--- src/rtl/race_ctrl.sv ---
// Race sequencer: walks one race through IDLE, COUNTDOWN, RACE and FINISH, counting laps and seconds.
// Optional feature: define RACE_CTRL_CHECKPOINT_EN to require a mid-track checkpoint before each lap counts.
module race_ctrl #(
  parameter int TICK_CYCLES = 65_000_000,
  parameter int COUNT_FROM  = 3,
  parameter int LAPS        = 3,
  parameter int MAX_TIME    = 4095
) (
  input  logic        pclk,
  input  logic        rst,
  input  logic        start,
  input  logic        finish_line,
  input  logic        checkpoint,
  input  logic        crash,
  output logic [1:0]  state,
  output logic [1:0]  countdown,
  output logic [3:0]  lap,
  output logic [11:0] race_time,
  output logic        go,
  output logic        win
);

  typedef enum logic [1:0] {
    S_IDLE      = 2'd0,
    S_COUNTDOWN = 2'd1,
    S_RACE      = 2'd2,
    S_FINISH    = 2'd3
  } phase_t;

  localparam int              TW         = $clog2(TICK_CYCLES);
  localparam logic [TW-1:0]   TICK_LAST  = TW'(TICK_CYCLES - 1);
  localparam logic [1:0]      CD_INIT    = 2'(COUNT_FROM);
  localparam logic [3:0]      LAP_WIN    = 4'(LAPS);
  localparam logic [11:0]     TIME_LIMIT = 12'(MAX_TIME);

  phase_t         state_q, state_d;
  logic [TW-1:0]  tick_cnt_q, tick_cnt_d;
  logic [1:0]     cd_q, cd_d;
  logic [3:0]     lap_q, lap_d;
  logic [11:0]    time_q, time_d;
  logic           go_q, go_d;
  logic           win_q, win_d;
  logic           running;
  logic           tick;
  logic           lap_hit;

  assign running = (state_q == S_COUNTDOWN) || (state_q == S_RACE);
  assign tick    = running && (tick_cnt_q == TICK_LAST);

`ifdef RACE_CTRL_CHECKPOINT_EN
  logic armed_q, armed_d;

  // A checkpoint in the same cycle wins: it arms, and the crossing is ignored.
  assign lap_hit = finish_line && armed_q && !checkpoint;

  always_comb begin
    armed_d = armed_q;
    if (state_q != S_RACE)  armed_d = 1'b0;
    else if (checkpoint)    armed_d = 1'b1;
    else if (lap_hit)       armed_d = 1'b0;
  end

  always_ff @(posedge pclk or posedge rst) begin
    if (rst) armed_q <= 1'b0;
    else     armed_q <= armed_d;
  end
`else
  logic unused_checkpoint;
  assign unused_checkpoint = checkpoint;
  assign lap_hit           = finish_line;
`endif

  // NOTE: every variable gets its hold value first so no path through the case can infer a latch.
  always_comb begin
    state_d = state_q;
    cd_d    = cd_q;
    lap_d   = lap_q;
    time_d  = time_q;
    win_d   = win_q;
    case (state_q)
      S_IDLE: begin
        if (start) begin
          state_d = S_COUNTDOWN;
          cd_d    = CD_INIT;
          lap_d   = '0;
          time_d  = '0;
          win_d   = 1'b0;
        end
      end
      S_COUNTDOWN: begin
        if (tick) begin
          if (cd_q == 2'd1) begin
            state_d = S_RACE;
            cd_d    = '0;
          end else begin
            cd_d = cd_q - 2'd1;
          end
        end
      end
      S_RACE: begin
        if (crash) begin
          state_d = S_FINISH;
          win_d   = 1'b0;
        end else if (lap_hit && (lap_q + 4'd1 == LAP_WIN)) begin
          state_d = S_FINISH;
          win_d   = 1'b1;
          lap_d   = LAP_WIN;
        end else begin
          if (lap_hit) lap_d = lap_q + 4'd1;
          if (tick) begin
            time_d = time_q + 12'd1;
            if (time_q + 12'd1 == TIME_LIMIT) begin
              state_d = S_FINISH;
              win_d   = 1'b0;
            end
          end
        end
      end
      S_FINISH: begin
        if (start) begin
          state_d = S_IDLE;
          cd_d    = '0;
          lap_d   = '0;
          time_d  = '0;
          win_d   = 1'b0;
        end
      end
      default: state_d = S_IDLE;
    endcase

    go_d = (state_d == S_RACE);

    // Restarting on each phase change makes the first tick land exactly TICK_CYCLES after entry.
    if (!running || tick || (state_d != state_q)) tick_cnt_d = '0;
    else                                          tick_cnt_d = tick_cnt_q + TW'(1);
  end

  // NOTE: sequential state uses non-blocking assignments so all registers update from the same pre-edge values.
  always_ff @(posedge pclk or posedge rst) begin
    if (rst) begin
      state_q    <= S_IDLE;
      tick_cnt_q <= '0;
      cd_q       <= '0;
      lap_q      <= '0;
      time_q     <= '0;
      go_q       <= 1'b0;
      win_q      <= 1'b0;
    end else begin
      state_q    <= state_d;
      tick_cnt_q <= tick_cnt_d;
      cd_q       <= cd_d;
      lap_q      <= lap_d;
      time_q     <= time_d;
      go_q       <= go_d;
      win_q      <= win_d;
    end
  end

  assign state     = state_q;
  assign countdown = cd_q;
  assign lap       = lap_q;
  assign race_time = time_q;
  assign go        = go_q;
  assign win       = win_q;

endmodule

--- config.mk ---
export PLATFORM = sky130hd
export DESIGN_NAME = race_ctrl
export DESIGN_NICKNAME = d
export VERILOG_FILES = /design/src/rtl/race_ctrl.sv
export SDC_FILE = /design/constraint.sdc
export NUM_CORES = 1
export LEC_CHECK = 0
export ABC_AREA = 1
export ABC_CLOCK_PERIOD_IN_PS = 4700
export CORE_UTILIZATION = 45
export DETAILED_ROUTE_END_ITERATION = 8
export PLACE_DENSITY_LB_ADDON = 0.1
export SYNTH_ARGS = -nofsm -noshare
export SYNTH_HDL_FRONTEND = slang
export SYNTH_SLANG_ARGS = --single-unit
--- constraint.sdc ---
create_clock -name pclk -period 4.7 [get_ports pclk]
set_input_delay 0.94 -clock pclk [delete_from_list [all_inputs] [get_ports pclk]]
set_output_delay 0.94 -clock pclk [all_outputs]
set_load 0.01 [all_outputs]
[After elaboration in Yosys (flattened, before gate mapping)]
Index checks and enable logic that the tools add are counted.
Cells by class
  reduce and logical (&&, ||, !) cells: 14
  equality and inequality tests: 19
  add/subtract/negate cells: 4
  mux-type cells: 31
Operators by type and width (count)
  $mux 12: 4
  $add 26x1->26 const B: 1
  $eq 26x26->1 const B: 1
  $mux 26: 1
  $mux 2: 12
  $pmux 12 s2: 1
  $mux 4: 4
  $add 12x1->12 const B: 1
  $eq 12x12->1 const B: 1
  $ne 2x2->1 const B: 6
  $reduce_and 4->1: 3
  $pmux 2 s4: 1
  $pmux 4 s2: 1
  $eq 2x2->1 const B: 3
  $pmux 2 s3: 1
  $mux 1: 5
  $reduce_and 5->1: 1
  $add 4x1->4 const B: 1
  $eq 2x1->1 const B: 2
  $eq 4x2->1 const B: 1
  $ne 4x2->1 const B: 1
  $ne 4x3->1 const B: 1
  $logic_or 1x1->1: 3
  $ne 3x2->1 const B: 1
  other kinds (10): 11
Storage, ports and cells
  logic and storage cells: 75
  output and inout port bits: 22
  bits in registers: 48
  input port bits: 6

[Logic depth before layout (Yosys ltp)]
  depth after elaboration: 10
  depth in mapped cells: 19
  depth with buffers taken out: 18

[Worst setup path before layout]
Ideal clock, no wire load.
  path kind: register -> register
  start: register state_q[0], in the netlist state[0]
  end: register tick_cnt_q[21]
  period minus slack after synthesis: 2.109 ns
  arrival: 1.982 ns
  stages on the path, launching flop included: 15
  path slack: 2.591 ns
  path through: dfrtp_1 > inv_1 > ha_1 > nand4_1 > nor2_2 > nand2_2 > nand2_1 > nand2_1 > nand2_1 > nand2_1 > nor2_1 > nor2_2 > nand2_4 > buf_12 > nor2_4
On the way
  word-level cells in the longest chain between the ends: 10
  elaborated cells between the ends (all ways): 20
  classes of those cells: 4 x eq/ne; 10 x mux; 6 x reduce/logical
Ends and longest elaborated chain
  start: declaration: line 36  | phase_t state_q, state_d;
  start signal: assignment: line 149  | state_q <= state_d;
  $eq 2x1->1 / $eq 2x2->1 (equally long branches): line 47, 80
  $logic_or 1x1->1: line 47  | assign running = (state_q == S_COUNTDOWN) || (state_q == S_RACE);
  $logic_and 1x1->1: line 48  | assign tick = running && (tick_cnt_q == TICK_LAST);
  $mux 2: line 110  | if (tick) begin
  $mux 2: line 104  | end else if (lap_hit && (lap_q + 4'd1 == LAP_WIN)) begin
  $mux 2: line 101  | if (crash) begin
  $pmux 2 s4: line 80  | case (state_q)
  $ne 2x2->1: line 134  | if (!running || tick || (state_d != state_q)) tick_cnt_d = '0;
  $logic_or 1x1->1 (*): line 134
  $mux 26 (*): line 134
  named net tick_cnt_d[21]: line 37  | logic [TW-1:0] tick_cnt_q, tick_cnt_d;
  end signal: assignment: line 150  | tick_cnt_q <= tick_cnt_d;
  end: declaration: line 37
The timed path passes the listed nets; every way through them passes the cells marked *.
A chain may end at the register's enable or synchronous reset.

[Worst setup path in the final report]
  start: register state_q[0], in the netlist state[0]
  end: register tick_cnt_q[0]
Same word-level chain as after synthesis.

==> out/summary.txt <==
Nets -> 431
Mean post-synth cell area -> 8.07 um^2
Stage delay of the slowest cell on the critical path -> 0.65 ns
Clock tree from TritonCTS -> yes
Kind of critical path -> reg -> reg
Gate count of the mapped netlist -> 384
Count of warnings emitted by yosys -> 0
Total congestion overflow after global routing -> 0
Headroom to the max-slew limit -> 0.330
Fraction of layout cells with a size suffix above 1 -> 0.109
Sequence of cells on the critical path -> inv_1 > ha_1 > nand4_1 > nor2_2 > nand2_2 > nand2_1 > nand2_1 > nand2_1 > nand2_1 > nor2_1 > nor2_2 > nand2_4 > nor2_1
Vias after detailed routing -> 2,501
Cell with the most instances after synthesis -> sky130_fd_sc_hd__nand2_1
Io pins -> 28
Worst-skew pair later-pin latency -> 0.30 ns
Setup repair after global routing missed its margin -> false
DR DRC count -> 1
Leading area contributor after synthesis -> sky130_fd_sc_hd__dfrtp_1
Row count -> 29
Post-Syn Area -> 0.00310 mm^2
Buffering stage count on the worst path with inverters included -> 1
Diodes inserted -> 0
Initial core utilization -> 0.477
Max Cap Viol -> 0
Clock sink count -> 48
Count of antenna-violating nets left after detailed routing -> 0
Number of iterations in the first detailed-routing pass -> 6
Outcome -> complete, but fails checks
H-tree lvl count -> 2
P_leak -> 0.00149 uW
# hold bufs at CTS -> 0
Maximum number of pins on one net before global-route repair -> 49
Total Negative Setup Slacks -> 0 ns
Cell type with the highest occurrence count on the critical path -> sky130_fd_sc_hd__nand2_1
Top achievable clock speed -> 0.341 GHz
Leading post-synthesis cells by cell area -> sky130_fd_sc_hd__dfrtp_1 (39%), sky130_fd_sc_hd__nand2_1 (9.7%), sky130_fd_sc_hd__nor2_4 (7.6%)
Reg2Reg Setup Slack -> 1.77 ns
Post-route minimum period -> 2.93 ns
Total count of hold-check failures in the final report -> 0
Count of cells resized by post-cts repair -> 0
Violated checks -> design-rule violations
Post-synth net total -> 403
Height of the die -> 85.0 um
Number of fillers in the final layout -> 631
Average routed wire per standard cell -> 12.3 um
Post-CTS setup buffers -> 0
Actual transition at the worst max-transition pin -> 1.00 ns
Final setup violation count -> 0
Endpoint type of the worst setup path -> register
Die Outline Area -> 0.00722 mm^2
Final clock period utilization by the worst path -> 0.623
Area growth from synthesis to layout -> 13.3%
Global-route wire length before repair -> 10,400 um
Total wirelength of the detailed-routed design -> 6040 um
Critical path's top delay family -> simple AND/OR/NAND/NOR gates
Leading cell types by count after synthesis -> sky130_fd_sc_hd__nand2_1 (80), sky130_fd_sc_hd__dfrtp_1 (48), sky130_fd_sc_hd__nor2_1 (45)
Total GRT Usage -> 0.179
Clk Tree Root Cell -> sky130_fd_sc_hd__clkbuf_8
Number of synthesized register bits -> 48
Worst EP required -> 4.86 ns
Maximum resistive drop on vdd -> 0.157 mV
Floorplan core area -> 0.00649 mm^2
Via density per instance -> 5.10
Async set-reset flop share out of synthesis -> 1.00
Vias in the first global route -> 2,251
Number of distinct standard cells referenced by the synthesized netlist -> 30
Clock transition time at the flip-flop clock pins of the worst setup and hold paths -> 0.09 ns
Final Instance Area -> 0.00351 mm^2
Worst-path fanout max -> 26
Antenna violations before repair -> 0
Master of the slowest instance on the critical path -> sky130_fd_sc_hd__ha_1
Share of the yosys chip area belonging to registers -> 0.388
Worst hold margin -> 0.477 ns
Post-synth top area share -> 0.388
Worst min-delay path class -> reg -> reg
Main flop type after synthesis -> sky130_fd_sc_hd__dfrtp_1
# port buffers -> 26
Worst-case clock skew -> 0.00765 ns
Detailed placement HPWL -> 4390 um
Cell Pwr Density -> 210 mW/mm^2
TritonCTS buffer count -> 5
Routability congestion estimate from global placement -> 0.850
Maximum root-to-sink buffer count -> 2
Number of slew-limit violations in the final report -> 0
Number of enable-type register cells in the synthesized netlist -> 0
CP Launch Type -> register
Arrival time at the worst endpoint -> 3.09 ns
Iter 0 DRT Violations -> 131
Post-Place Cell Area -> 0.00340 mm^2
Die width -> 85.0 um
==> layout by cell type, fill, tap and decap left out, drive strengths merged <==
master,instances
nand4,12
nand3,34
clkbuf,6
xor2,12
ha,13
nor2,71
o21bai,2
nor3b,1
xnor2,11
a211oi,2
nand2,86
o31ai,5
o21ai,18
nor4,1
nor3,7
inv,45
a31oi,3
clkdlybuf4s50,26
dfrtp,48
bufinv,1
clkinv,1
a21oi,5
nand3b,2
o22ai,1
==> per-stage QoR <==
stage                util  setup WS, ns  std cells  total power, uW
floorplan               -          2.59        384              435
global placement    0.524          1.76        482              446
detailed placement  0.524          1.73        482              447
CTS                 0.540          1.74        490              749
global route        0.540          1.51        490              767
finish              0.540          1.77        490              736
==> path summary, 6_finish.rpt <==
kind	from	end	cells past startpoint
min reg2reg	tick_cnt_q[0]$_DFF_PP0_	tick_cnt_q[0]$_DFF_PP0_	1
max reg2reg	state[0]$_DFF_PP0_	tick_cnt_q[0]$_DFF_PP0_	13
min	tick_cnt_q[0]$_DFF_PP0_	tick_cnt_q[0]$_DFF_PP0_	1
max in group asynchronous	rst	tick_cnt_q[15]$_DFF_PP0_	2
min in group asynchronous	rst	tick_cnt_q[1]$_DFF_PP0_	2
max	state[0]$_DFF_PP0_	tick_cnt_q[0]$_DFF_PP0_	13
==> power breakdown <==
part	switching (uW)	internal (uW)
clock	140	158
combinational	13.7	8.14
sequential	1.45	414
==> flip-flops by register name, summed over array words and instances (netlist names) <==
signal and cells:
tick_cnt_q 26, race_time 12, lap 4, countdown 2
state 2, go 1, win 1
==> logic make-up after synthesis <==
logic type               Yosys count  share of synthesized area
AND/OR/NAND/NOR                  214                      0.356
buffers and inverters             50                     0.0715
flip-flops                        48                      0.388
AO/OA/AOI/OAI                     36                     0.0670
XOR/XNOR                          23                     0.0650
adder cells (fa/ha/maj)           13                     0.0525
==> per-layer routing <==
layer / vias to the layer above / wire length [um] / track usage
met5: - / 0 / 0
met4: 0 / 47 / 0.0447
met3: 4 / 164 / 0.0360
met2: 27 / 2790 / 0.278
met1: 1180 / 3040 / 0.255
li1: 1290 / - / -
==> area by class of cell <==
type                    instances  area [um^2]  area share
multi-input cells             286         1680       0.477
flip-flops and latches         48         1200       0.342
repair buffers                 26          260      0.0742
inverters                      45          169      0.0481
well taps                      77         96.3      0.0275
clock buffers                   6         72.6      0.0207
clock inverters                 2         35.0     0.00998
(Power assumes the default switching activity.)
